## src/rtl/div_iter.sv

```systemverilog
// Iterative radix-2 restoring divider returning {remainder, quotient} for HI/LO.
// Optional feature: define DIV_EARLY_EXIT_EN to finish in one edge when |a| < |b|.
module div_iter #(
    parameter int unsigned WIDTH = 32
) (
    input  logic                 clk,
    input  logic                 rst,
    input  logic                 div_start,
    input  logic                 div_signed,
    input  logic                 div_annul,
    input  logic [WIDTH-1:0]     a,
    input  logic [WIDTH-1:0]     b,
    output logic [2*WIDTH-1:0]   result,
    output logic                 div_ready
);

    localparam int unsigned CW = $clog2(WIDTH);

    typedef enum logic [1:0] {IDLE, BYZERO, ON, END} state_e;

    state_e               state_q, state_d;
    logic [CW-1:0]        cnt_q, cnt_d;
    logic [WIDTH-1:0]     rem_q, rem_d;
    logic [WIDTH-1:0]     quo_q, quo_d;
    logic [WIDTH-1:0]     dvs_q, dvs_d;
    logic                 negq_q, negq_d;
    logic                 negr_q, negr_d;
    logic [2*WIDTH-1:0]   result_q, result_d;
    logic                 ready_q, ready_d;

    logic [WIDTH-1:0]     a_mag, b_mag;
    logic [WIDTH:0]       shifted, trial;
    logic [WIDTH-1:0]     rem_nxt, quo_nxt;

    function automatic logic [WIDTH-1:0] neg(input logic [WIDTH-1:0] x);
        return WIDTH'(~x + WIDTH'(1));
    endfunction

    // Operand magnitudes and one restoring step on the 33-bit partial remainder
    always_comb begin
        a_mag   = (div_signed && a[WIDTH-1]) ? neg(a) : a;
        b_mag   = (div_signed && b[WIDTH-1]) ? neg(b) : b;
        shifted = {rem_q, quo_q[WIDTH-1]};
        trial   = shifted - {1'b0, dvs_q};
        if (!trial[WIDTH]) begin
            rem_nxt = trial[WIDTH-1:0];
            quo_nxt = {quo_q[WIDTH-2:0], 1'b1};
        end else begin
            rem_nxt = shifted[WIDTH-1:0];
            quo_nxt = {quo_q[WIDTH-2:0], 1'b0};
        end
    end

    always_comb begin
        state_d  = state_q;
        cnt_d    = cnt_q;
        rem_d    = rem_q;
        quo_d    = quo_q;
        dvs_d    = dvs_q;
        negq_d   = negq_q;
        negr_d   = negr_q;
        result_d = result_q;
        ready_d  = ready_q;
        case (state_q)
            IDLE: begin
                if (div_start && !div_annul) begin
                    dvs_d  = b_mag;
                    rem_d  = '0;
                    quo_d  = a_mag;
                    cnt_d  = '0;
                    negq_d = div_signed & (a[WIDTH-1] ^ b[WIDTH-1]);
                    negr_d = div_signed & a[WIDTH-1];
                    if (b == '0) begin
                        state_d = BYZERO;
`ifdef DIV_EARLY_EXIT_EN
                    end else if (a_mag < b_mag) begin
                        state_d  = END;
                        result_d = {a, WIDTH'(0)};
                        ready_d  = 1'b1;
`endif
                    end else begin
                        state_d = ON;
                    end
                end
            end
            ON: begin
                // Annul wins over completion of the last iteration
                if (div_annul) begin
                    state_d = IDLE;
                end else begin
                    rem_d = rem_nxt;
                    quo_d = quo_nxt;
                    cnt_d = CW'(cnt_q + CW'(1));
                    if (cnt_q == CW'(WIDTH - 1)) begin
                        state_d  = END;
                        ready_d  = 1'b1;
                        result_d = {negr_q ? neg(rem_nxt) : rem_nxt,
                                    negq_q ? neg(quo_nxt) : quo_nxt};
                    end
                end
            end
            BYZERO: begin
                if (div_annul) begin
                    state_d = IDLE;
                end else begin
                    state_d  = END;
                    result_d = '0;
                    ready_d  = 1'b1;
                end
            end
            END: begin
                if (div_annul || !div_start) begin
                    state_d = IDLE;
                    ready_d = 1'b0;
                end
            end
            default: state_d = IDLE;
        endcase
    end

    always_ff @(posedge clk or posedge rst) begin
        if (rst) begin
            state_q  <= IDLE;
            cnt_q    <= '0;
            rem_q    <= '0;
            quo_q    <= '0;
            dvs_q    <= '0;
            negq_q   <= 1'b0;
            negr_q   <= 1'b0;
            result_q <= '0;
            ready_q  <= 1'b0;
        end else begin
            state_q  <= state_d;
            cnt_q    <= cnt_d;
            rem_q    <= rem_d;
            quo_q    <= quo_d;
            dvs_q    <= dvs_d;
            negq_q   <= negq_d;
            negr_q   <= negr_d;
            result_q <= result_d;
            ready_q  <= ready_d;
        end
    end

    assign result    = result_q;
    assign div_ready = ready_q;

endmodule

```

## config.mk

```make
export PLATFORM = sky130hd
export DESIGN_NAME = div_iter
export DESIGN_NICKNAME = d
export VERILOG_FILES = /design/src/rtl/div_iter.sv
export SDC_FILE = /design/constraint.sdc
export NUM_CORES = 1
export LEC_CHECK = 0
export CAP_MARGIN = 0
export CORE_MARGIN = 4
export CORE_UTILIZATION = 52
export CTS_CLUSTER_DIAMETER = 200
export DETAILED_ROUTE_END_ITERATION = 6
export GPL_ROUTABILITY_DRIVEN = 0
export PLACE_DENSITY = 0.77
export SLEW_MARGIN = 20
export SYNTH_ARGS = -nofsm -noshare
export SYNTH_HDL_FRONTEND = slang
export SYNTH_SLANG_ARGS = --single-unit
```

## constraint.sdc

```tcl
create_clock -name clk -period 4.7 [get_ports clk]
set_input_delay 0.47 -clock clk [delete_from_list [all_inputs] [get_ports clk]]
set_output_delay 0.47 -clock clk [all_outputs]
set_load 0.02 [all_outputs]
```

==> impl_metrics.json <==
{
  "status": "finished, final reports clean",
  "syn-num-nets": 1619,
  "synth-edff-count": 0,
  "synth_top_area_frac": 0.350,
  "clock_path_buffers": 2,
  "die_w_um": 161,
  "required_ns": 4.98,
  "dpl_cell_area_sq_mm": 0.0138,
  "die-area_sq_mm": 0.0259,
  "synth_cells": 1506,
  "cts_sinks": 170,
  "dp_hpwl_um": 25700,
  "p_per_area_mw_per_mm2": 840,
  "ys_seq_area_frac": 0.350,
  "startpoint_type": "flip-flop",
  "first_pass_iters": 6,
  "drt-initial-drc-count": 1167,
  "final.min_clock_period_ns": 4.47,
  "cts_tree": "built",
  "placementRows": 55,
  "preCtsSetupSlack_ns": -0.0331,
  "cts_root_buffer": "clkbuf_16",
  "cap_violations": 0,
  "final_nets": 1728,
  "grt_pass1_vias": 10873,
  "antenna_found_initial": 0,
  "ir_drop_uv": 451,
  "synth_top_family_by_area": "compound AO/OA/AOI/OAI gates",
  "grt_usage": 0.264,
  "synth_cell_types": 82,
  "fin_crit_sh": 0.952,
  "p_total_w": 0.0122,
  "grt_first_pass_wirelength_um": 56200,
  "synthTopCellsByCount": "nand2_1 (237), dfrtp_1 (170), o21ai_0 (151)",
  "grt_max_degree": 74,
  "path_clk_slew_ns": 0.07,
  "final_core_util": 0.637,
  "drive_above_1_share": 0.0731,
  "setup_slack_ns": 0.227,
  "synthTopCellsByArea": "dfrtp_1 (35%), nand2_1 (7.3%), o21ai_0 (6.2%)",
  "vias_per_cell": 5.99,
  "synth_compound_area_frac": 0.237,
  "slew_headroom": 0.270,
  "finalMaxSlewViolations": 0,
  "wl_per_cell_um": 17.9,
  "antenna_left": 0,
  "overflow": 0,
  "arrival_ns": 4.76,
  "clkLatencyLatePin_ns": 0.45,
  "hold_path.class": "in -> async",
  "synth_fa_ha_area_frac": 0.0460,
  "syn2layout_area_growth_pct": 19.5,
  "die_h_um": 161,
  "power.leakage_nw": 6.13,
  "dpl.cell_count": 1904,
  "yosys.area_share.simple": 0.198,
  "final-instance-count-excl-fill": 1941,
  "fmax_mhz": 224,
  "numCtsBuffers": 17,
  "htreeDepth": 4,
  "synth_top_cell_by_area": "dfrtp_1",
  "worstSetupPathType": "reg -> reg",
  "worstMarginPinSlew_ns": 1.09,
  "holdBufCountCts": 0,
  "synthMuxAreaShare": 0.0236,
  "path_max_fanout": 11,
  "remaining_drc_errors": 0,
  "start_util": 0.533,
  "antenna_cells": 0,
  "syn_area_sq_mm": 0.0121,
  "final_cell_area_sq_mm": 0.0145,
  "wl_um": 34700,
  "crit_path_end_kind": "flip-flop",
  "ys_async_sr_fraction": 1.00,
  "fillers": 1902,
  "syn_area_per_cell_sq_um": 8.06,
  "core-area_sq_mm": 0.0228,
  "yosys_warnings": 0,
  "setup_violations": 0,
  "fin_skew_ns": 0.0122,
  "synth_ff_type": "dfrtp_1",
  "hold_viol": 0,
  "synth_xor_area_frac": 0.0981,
  "ys_ff_latch": 170,
  "synth_most_common_cell": "nand2_1",
  "io_buffer_count": 133,
  "ios": 134,
  "vias": 11629
}
-- registers in the layout (all words and copies together) (netlist names) --
register   count
negr_q         1
cnt_q          5
negq_q         1
quo_q         32
div_ready      1
dvs_q         32
rem_q         32
result        64
state_q        2
-- through the flow --
stage | TNS, ns | hold WS [ns]
global placement | 0 | 0.457
CTS | 0 | 0.479
floorplan | 0 | 0.445
finish | 0 | 0.454
global route | -0.00478 | 0.498
detailed placement | -0.0331 | 0.470
-- cell families after synthesis --
family / Yosys count
simple gates: 525
compound gates: 462
flops: 170
buf+inv: 141
xor+xnor: 136
fa+ha+maj: 44
mux: 28
-- layer usage --
layer | GRT usage | routed length, um
met1 | 0.380 | 15700
met5 | 0 | 0
met2 | 0.405 | 15600
met3 | 0.0536 | 2670
met4 | 0.0768 | 732
-- layout by cell type (no fill, tap or decap), types with 11 or more instances in the layout --
cell type,count
nand2_1,236
dfrtp_1,170
o21ai_0,151
clkdlybuf4s50_1,133
nor2_1,113
a21oi_1,102
xor2_1,70
xnor2_1,66
inv_1,56
ha_1,39
buf_4,37
o22ai_1,33
o31ai_1,31
or3_1,30
o21ai_1,29
nand3_1,24
mux2i_1,23
nor3_1,21
clkbuf_16,17
nor4_1,16
a21o_1,12
and2_1,11
a31oi_1,11
-- worst max-delay path, cell delays in order, from the launching register on --
cell	delay, ns
dfrtp_1	0.41
inv_1	0.10
ha_2	0.18
inv_1	0.05
fa_2	0.37
a211oi_4	0.31
o31ai_4	0.09
o211ai_1	0.25
a21oi_2	0.11
or3_4	0.38
and2_4	0.20
inv_8	0.11
ha_4	0.15
nand3_1	0.08
or2_2	0.31
nand2b_2	0.24
or3_4	0.41
o41ai_4	0.30
xor2_1	0.16
o21ai_0	0.10
-- layout make-up --
cell class / instances / area (sq um) / share of cell area
multi-input cells: 1195 / 7430 / 0.512
flip-flops and latches: 170 / 4250 / 0.293
repair buffers: 172 / 1640 / 0.113
clock buffers: 18 / 429 / 0.0296
well taps: 313 / 392 / 0.0270
inverters: 59 / 233 / 0.0160
clock inverters: 14 / 126 / 0.00871
-- path summary, 6_finish.rpt --
| check | cells past startpoint | to | slack (ns) | start |
|---|---|---|---|---|
| min in group clk | 2 | result[16] | 0.48 | result[16] |
| max in group asynchronous | 3 | dvs_q[31] | 3.29 | rst |
| setup / recovery | 19 | result[28] | 0.23 | quo_q[31] |
| hold reg to reg | 2 | result[16] | 0.48 | result[16] |
| hold / removal | 2 | result[10] | 0.45 | rst |
| setup reg to reg | 19 | result[28] | 0.23 | quo_q[31] |
-- what timing repair did --
action | in CTS | in global routing
resized for setup | 1 | 16
pin swaps | 2 | 6
setup endpoints to repair | 2 | 12
setup buffers | 2 | 3
-- power by group --
group	internal, W	total [W]	switching [W]
clock network	0.000702	0.00138	0.000678
registers	0.00206	0.00267	0.000612
logic	0.00320	0.00813	0.00493
Power figures use the tool's default switching activity.
